--- config.mk ---
export PLATFORM = sky130hd
export DESIGN_NAME = alu_exec_unit
export DESIGN_NICKNAME = d
export VERILOG_FILES = /design/src/rtl/alu_exec_unit.sv
export SDC_FILE = /design/constraint.sdc
export NUM_CORES = 1
export LEC_CHECK = 0
export ABC_AREA = 1
export BUFFER_PORTS_ARGS = -buffer_cell sky130_fd_sc_hd__buf_2
export CAP_MARGIN = 20
export CORE_ASPECT_RATIO = 1.75
export CORE_MARGIN = 2
export CORE_UTILIZATION = 30
export DETAILED_ROUTE_END_ITERATION = 8
export PLACE_DENSITY = 0.54
export SETUP_SLACK_MARGIN = 0.4
export SLEW_MARGIN = 20
export SYNTH_ARGS = -nofsm -noshare
export SYNTH_HDL_FRONTEND = slang
export SYNTH_SLANG_ARGS = --single-unit
--- constraint.sdc ---
create_clock -name clk -period 6.43 [get_ports clk]
set_clock_uncertainty 0.15 [all_clocks]
set_input_delay 0.643 -clock clk [delete_from_list [all_inputs] [get_ports clk]]
set_output_delay 0.643 -clock clk [all_outputs]
set_load 0.005 [all_outputs]
--- src/rtl/alu_exec_unit.sv ---
// Execute-stage ALU: registered result/zero/illegal over a valid/ready handshake.
// SLL uses a serial one-bit-per-cycle shifter; every other op completes in one cycle.
module alu_exec_unit #(
  parameter int WIDTH = 32,
  parameter int SHW   = $clog2(WIDTH)
) (
  input  logic             clk,
  input  logic             rst,
  input  logic             in_valid,
  output logic             in_ready,
  input  logic [3:0]       operation,
  input  logic [WIDTH-1:0] src_a,
  input  logic [WIDTH-1:0] src_b,
  output logic             out_valid,
  input  logic             out_ready,
  output logic [WIDTH-1:0] result,
  output logic             zero,
  output logic             illegal
);

  localparam logic [3:0] OP_AND = 4'b0000;
  localparam logic [3:0] OP_OR  = 4'b0001;
  localparam logic [3:0] OP_ADD = 4'b0010;
  localparam logic [3:0] OP_SLL = 4'b0011;
  localparam logic [3:0] OP_SUB = 4'b0110;
  localparam logic [3:0] OP_LUI = 4'b1000;

  localparam logic [SHW-1:0]   CNT_ONE  = {{(SHW-1){1'b0}}, 1'b1};
  localparam logic [SHW-1:0]   CNT_ZERO = {SHW{1'b0}};
  localparam logic [WIDTH-1:0] ZERO_W   = {WIDTH{1'b0}};

  typedef enum logic [1:0] {
    IDLE  = 2'b00,
    SHIFT = 2'b01,
    DONE  = 2'b10
  } state_t;

  state_t           state_r, state_s;
  logic [WIDTH-1:0] result_r, result_s;
  logic [WIDTH-1:0] acc_r, acc_s;
  logic             zero_r, zero_s;
  logic             illegal_r, illegal_s;
  logic [SHW-1:0]   cnt_r, cnt_s;
  logic [SHW-1:0]   shamt_s;

  function automatic logic op_legal(input logic [3:0] op);
    case (op)
      OP_AND, OP_OR, OP_ADD, OP_SUB, OP_LUI, OP_SLL: op_legal = 1'b1;
      default:                                       op_legal = 1'b0;
    endcase
  endfunction

  // Unsupported codes deliberately produce zero so the branch flag reads as taken-safe.
  function automatic logic [WIDTH-1:0] single_cycle_op(input logic [3:0]       op,
                                                       input logic [WIDTH-1:0] a,
                                                       input logic [WIDTH-1:0] b);
    case (op)
      OP_AND:  single_cycle_op = a & b;
      OP_OR:   single_cycle_op = a | b;
      OP_ADD:  single_cycle_op = a + b;
      OP_SUB:  single_cycle_op = a - b;
      OP_LUI:  single_cycle_op = b;
      default: single_cycle_op = ZERO_W;
    endcase
  endfunction

  assign in_ready  = (state_r == IDLE);
  assign out_valid = (state_r == DONE);
  assign result    = result_r;
  assign zero      = zero_r;
  assign illegal   = illegal_r;
  assign shamt_s   = src_b[SHW-1:0];

  // Next-state and datapath update logic.
  always_comb begin
    state_s   = state_r;
    result_s  = result_r;
    zero_s    = zero_r;
    illegal_s = illegal_r;
    acc_s     = acc_r;
    cnt_s     = cnt_r;
    case (state_r)
      IDLE: begin
        if (in_valid) begin
          illegal_s = !op_legal(operation);
          if ((operation == OP_SLL) && (shamt_s > CNT_ONE)) begin
            // First shift happens at the accept edge, so cnt holds the remaining shifts.
            acc_s   = src_a << 1'b1;
            cnt_s   = shamt_s - CNT_ONE;
            state_s = SHIFT;
          end else if (operation == OP_SLL) begin
            result_s = (shamt_s == CNT_ONE) ? (src_a << 1'b1) : src_a;
            zero_s   = (result_s == ZERO_W);
            state_s  = DONE;
          end else begin
            result_s = single_cycle_op(operation, src_a, src_b);
            zero_s   = (result_s == ZERO_W);
            state_s  = DONE;
          end
        end else begin
          state_s = IDLE;
        end
      end
      SHIFT: begin
        acc_s = acc_r << 1'b1;
        cnt_s = cnt_r - CNT_ONE;
        if (cnt_r == CNT_ONE) begin
          result_s = acc_r << 1'b1;
          zero_s   = (result_s == ZERO_W);
          state_s  = DONE;
        end else begin
          state_s = SHIFT;
        end
      end
      DONE: begin
        if (out_ready) begin
          state_s = IDLE;
        end else begin
          state_s = DONE;
        end
      end
      default: begin
        state_s = IDLE;
      end
    endcase
  end

  // State and datapath registers; reset aborts any in-flight shift.
  always_ff @(posedge clk or posedge rst) begin
    if (rst) begin
      state_r   <= IDLE;
      result_r  <= ZERO_W;
      zero_r    <= 1'b0;
      illegal_r <= 1'b0;
      acc_r     <= ZERO_W;
      cnt_r     <= CNT_ZERO;
    end else begin
      state_r   <= state_s;
      result_r  <= result_s;
      zero_r    <= zero_s;
      illegal_r <= illegal_s;
      acc_r     <= acc_s;
      cnt_r     <= cnt_s;
    end
  end

endmodule

=== Word level (Yosys, flattened, before mapping) ===
Cells that the tools add are included.

* $add $sub $neg: 4
* Magnitude comparators: 1
* Equality and inequality tests: 13
* Multiplexer cells: 30
* Bitwise operators: 2
* Reduce and logical (&&, ||, !) cells: 12

{| class="wikitable"
|+ Operators with widths
! cell !! count
|-
| 32-bit 2-to-1 mux || 9
|-
| 32-bit case mux with 5 select lines || 1
|-
| 32-bit logical NOT || 3
|-
| 32-bit case mux with 2 select lines || 1
|-
| 31-bit 2-to-1 mux || 2
|-
| 31-bit case mux with 2 select lines || 1
|-
| 32-bit adder || 1
|-
| 32-bit bitwise AND || 1
|-
| 32-bit bitwise OR || 1
|-
| 32-bit subtractor || 1
|-
| 5-bit by 1-bit == test with 1-bit output, second input constant || 2
|-
| 5-bit 2-to-1 mux || 2
|-
| 5-bit case mux with 2 select lines || 1
|-
| 5-bit by 1-bit subtractor with 5-bit output, second input constant || 2
|-
| 4-bit by 2-bit == test with 1-bit output, second input constant || 2
|-
| 2-bit 2-to-1 mux || 4
|-
| 1-bit 2-to-1 mux || 7
|-
| 2-bit inequality test, second input constant || 3
|-
| 2-bit case mux with 3 select lines || 1
|-
| 6-bit OR reduction || 1
|-
| 5-bit by 1-bit greater-than comparator with 1-bit output, second input constant || 1
|-
| 4-bit by 1-bit == test with 1-bit output, second input constant || 1
|-
| 4-bit by 3-bit == test with 1-bit output, second input constant || 1
|-
| 4-bit == test, second input constant || 1
|-
| other kinds (12) || 12
|}

* Register bits: 72
* Bits of input ports: 72
* Output and inout bits: 36
* Word-level logic and storage cells: 68

=== Depth between registers and ports, before layout ===
* Depth after elaboration: 11
* Mapped depth: 30
* Mapped depth without buffers: 30

=== Least setup slack after synthesis ===
Ideal clock, no wire load.

* Path kind: input to register
* Start: input src_b[0]
* End: register zero_r, in the netlist zero
* Library setup time: 65 ps
* Arrival time: 3427 ps
* Data required time: 6215 ps
* Setup slack: 2788 ps
* Stages on the path: 26
* Path buffers: 0
* Cell sequence: inv_1 ha_1 nand2_1 nor2_1 nand4_1 o21ai_0 o21ai_0 xor2_1 ha_1 nand2_1 inv_1 nand2_1 nor3_1 and2_1 nand2_1 nand2_1 nand2_1 nand3_1 nand2_1 nor2_1 nand2_1 nor2_1 nand2_1 nand2_1 nand2_1 nand2_1

* Longest elaborated chain between the ends: 11
* Elaborated cells between the ends (all ways): 21
* Classes of those cells: add/sub (2); order compare (1); eq/ne (2); mux (10); bitwise (2); reduce/logical (4)

{| class="wikitable"
|+ RTL lines
! what !! line !! text
|-
| start, declared || 13 || <nowiki>input logic [WIDTH-1:0] src_b,</nowiki>
|-
| 32-bit subtractor, or another cell as far along || 61 || <nowiki>OP_SUB: single_cycle_op = a - b;</nowiki>
|-
| 32-bit case mux with 5 select lines || 57 || <nowiki>case (op)</nowiki>
|-
| 32-bit 2-to-1 mux || 91 || <nowiki>end else if (operation == OP_SLL) begin</nowiki>
|-
| 32-bit 2-to-1 mux || 86 || <nowiki>if ((operation == OP_SLL) && (shamt_s > CNT_ONE)) begin</nowiki>
|-
| 32-bit 2-to-1 mux || 84 || <nowiki>if (in_valid) begin</nowiki>
|-
| 32-bit 2-to-1 mux || 82 || <nowiki>case (state_r)</nowiki>
|-
| 32-bit logical NOT || 97 || <nowiki>zero_s = (result_s == ZERO_W);</nowiki>
|-
| 1-bit 2-to-1 mux || 91 ||
|-
| 1-bit 2-to-1 mux || 86 ||
|-
| 1-bit 2-to-1 mux || 84 ||
|-
| 1-bit case mux with 2 select lines || 82 ||
|-
| end signal, assigned || 140 || <nowiki>zero_r <= zero_s;</nowiki>
|-
| end, declared || 41 || <nowiki>logic zero_r, zero_s;</nowiki>
|}

Parallel ways exist; a longest one is shown, timed or not. The select of a mux whose other input is x is not followed.
A chain may end at the register's enable or synchronous reset.

=== Worst setup path after layout ===
Same ends and word-level chain as after synthesis.

==> flow_metrics.env <==
export IMPL_fin_tns_setup_ps=0
export IMPL_crit_type="in -> reg"
export IMPL_root_buffer="clkbuf_16"
export IMPL_vias=9551
export IMPL_grt_max_degree=72
export IMPL_n_antenna_cell=0
export IMPL_met3_usage_pct=1.36
export IMPL_max_slew_margin_pct=37.6
export IMPL_drt_initial_drc_count=642
export IMPL_cts_hold_fix_buffers=0
export IMPL_clock_sinks=71
export IMPL_post_cts_buffers=0
export IMPL_ir_drop_mv=0.136
export IMPL_status="finished, final reports clean"
export IMPL_die_area_um2=29000
export IMPL_num_rows=80
export IMPL_worstMarginPinSlew_ps=937
export IMPL_fin_crit_ps=4690
export IMPL_overflow=0
export IMPL_synthXorXnorAreaFrac_pct=3.38
export IMPL_synth_top_family_by_area="simple AND/OR/NAND/NOR gates"
export IMPL_wire_per_inst_um=18.3
export IMPL_synth_adder_area_share_pct=5.98
export IMPL_synth_seq_cells=71
export IMPL_remaining_drc_errors=0
export IMPL_crit_slowest_cell="o21ai_0"
export IMPL_place_congestion=1.04
export IMPL_final_common_cell="nand2_1"
export IMPL_top_usage_layer="met2"
export IMPL_grtUsageMet1_pct=27.1
export IMPL_hold_viol=0
export IMPL_hpwl_mm=28.8
export IMPL_numCtsBuffers=9
export IMPL_antenna_found_initial=0
export IMPL_cts_tree="built"
export IMPL_grt_pass1_vias=9218
export IMPL_synth_mux_area_fraction_pct=0.242
export IMPL_power_density_nw_per_um2=221
export IMPL_crit_path_max_incr_delay_ps=470
export IMPL_wl_mm=34.6
export IMPL_final_cell_mix="nand2_1 (446), inv_1 (211), nor2_1 (184), o21ai_0 (139), buf_2 (107)"
export IMPL_via_per_inst=5.05
export IMPL_ys_warnings_count=0
export IMPL_cp_data_arrival_time_ps=4830
export IMPL_clkLatencyLatePin_ps=350
export IMPL_h_tree_depth=3
export IMPL_dr_pass1_iters=6
export IMPL_start_util_pct=30.4
export IMPL_synth_edf_count=0
export IMPL_core_um2=27200
export IMPL_finalSetupViolations=0
export IMPL_async_reset_ff_share_pct=100
export IMPL_ys_flop_type="dfrtp_1"
export IMPL_clock_path_buffers=2
export IMPL_ioPinCount=108
export IMPL_synthCells=1435
export IMPL_syn_avg_cell_area_um2=5.77
export IMPL_synth_nets=1546
export IMPL_area_growth_pct=13.9
export IMPL_worst_path_max_fanout=5
export IMPL_critPathTopFamily="simple AND/OR/NAND/NOR gates"
export IMPL_path_clk_slew_ps=60
export IMPL_dieHeight_um=224
export IMPL_final_util_pct=34.7
export IMPL_leakage_nw=5.03
export IMPL_seq_area_frac_synth_pct=21.5
export IMPL_path_buf_inv=3
export IMPL_hp_class="reg -> reg"
export IMPL_crit_path_start_kind="primary input"
export IMPL_numPortBuffers=107
export IMPL_fmax_mhz=213
export IMPL_ant_nets=0
export IMPL_yosys_area_share_simple_pct=38.7
export IMPL_critPathRequiredTime_ps=6570
export IMPL_synth_cell_type_count=46
export IMPL_met2_usage_pct=44.2
export IMPL_maxCapViolCount=0
export IMPL_slew_viol_final=0
export IMPL_track_usage_pct=23.8
export IMPL_final_nets=1627
export IMPL_syn_area_um2=8280
export IMPL_finalCritPeriodShare_pct=73.0
export IMPL_synth_compound_area_share_pct=17.8
export IMPL_rsz0062_at_grt="false"
export IMPL_cts_resized=0
export IMPL_grt_pass1_wl_mm=52.3
export IMPL_drive_gt1_share_pct=10.3
export IMPL_endpoint_kind="flop"
export IMPL_die_w_um=130
export IMPL_cpMostUsedCell="nand2_1"
## metal layers
layer / up-vias / routed length, um
met5: - / 0
met4: 0 / 1830
met3: 76 / 1210
met2: 278 / 18100
met1: 4406 / 13400
li1: 4791 / -
## power breakdown
group / switching [mW] / total (mW) / leakage [nW] / internal, mW
logic: 0.538 / 0.844 / 4.03 / 0.306
clock network: 0.210 / 0.511 / 0.142 / 0.301
registers: 0.124 / 0.732 / 0.862 / 0.609
## final cells by class
type	count	area, um^2
Multi-Input combinational cell	1103	5490
Timing Repair Buffer	116	603
Tap cell	369	462
Fill cell	3197	17800
Clock inverter	7	72.6
Sequential cell	71	1780
Clock buffer	9	225
Inverter	215	807
## kinds of logic after synthesis
| kind of cell | Yosys count |
|---|---|
| muxes | 2 |
| DFF | 71 |
| AOI/OAI and AO/OA | 254 |
| adders and majority gates | 39 |
| xor gates and xnor gates | 32 |
| buffers and inverters | 261 |
| and+or+nand+nor | 776 |
## flip-flops by register name, summed over array words and instances, names as in the netlist
name	cells
result	32
acc_r	30
cnt_r	5
state_r	2
illegal	1
zero	1
## worst min-delay path, stage by stage (launching register included)
cell	delay (ps)
dfrtp_1	340
nand2_1	50
nand2_1	60
## final timing paths
check	to	startpoint	depth (start not counted)	slack [ps]
worst max-delay path	zero$_DFFE_PP0P_	src_b[0]	26	1740
worst min-delay path	result[1]$_DFFE_PP0P_	result[1]$_DFFE_PP0P_	2	330
worst max register to register	acc_r[15]$_DFFE_PP0P_	state_r[1]$_DFF_PP0_	7	4080
worst min register to register	result[1]$_DFFE_PP0P_	result[1]$_DFFE_PP0P_	2	330
max in group asynchronous	result[3]$_DFFE_PP0P_	rst	3	5090
min in group asynchronous	result[21]$_DFFE_PP0P_	rst	3	400
## through the flow
stage | instances | total power [mW] | hold slack (ps) | instance area, um^2 | setup WS (ps)
finish | 1890 | 2.09 | 325 | 9440 | 1740
global route | 1890 | 2.24 | 353 | 9440 | 1290
CTS | 1890 | 2.10 | 333 | 9440 | 1710
detailed placement | 1874 | 1.58 | 317 | 9140 | 1380
global placement | 1874 | 1.57 | 314 | 9140 | 1290
floorplan | 1435 | 1.26 | 323 | 8280 | 2790
## cell usage after synthesis, types with 2 or more instances
cell type | number | area share [%]
or2_2 | 3 | 0.23
xnor2_1 | 5 | 0.53
o22ai_1 | 2 | 0.15
nor2_2 | 5 | 0.38
nor3_1 | 10 | 0.60
mux2i_1 | 2 | 0.24
o311ai_0 | 2 | 0.21
o21ai_0 | 139 | 8.4
nand4_1 | 16 | 1.2
nand3_2 | 2 | 0.24
nor2_4 | 2 | 0.27
ha_1 | 38 | 5.7
nor4_1 | 13 | 0.98
nand3b_1 | 13 | 1.2
nor2_1 | 186 | 8.4
nand2_2 | 3 | 0.23
o21bai_1 | 2 | 0.18
xor2_1 | 27 | 2.9
clkbuf_1 | 22 | 1.0
dfrtp_1 | 71 | 21
buf_6 | 3 | 0.41
nand3_1 | 73 | 4.4
o221ai_1 | 18 | 1.9
a21o_1 | 2 | 0.18
a31oi_1 | 28 | 2.1
inv_1 | 212 | 9.6
a22oi_1 | 2 | 0.18
inv_2 | 2 | 0.091
nand2_1 | 447 | 20
o31ai_1 | 2 | 0.18
a21oi_1 | 35 | 2.1
o211ai_1 | 15 | 1.4
buf_2 | 20 | 1.2
Note: power is estimated with default switching activity, not from simulation.
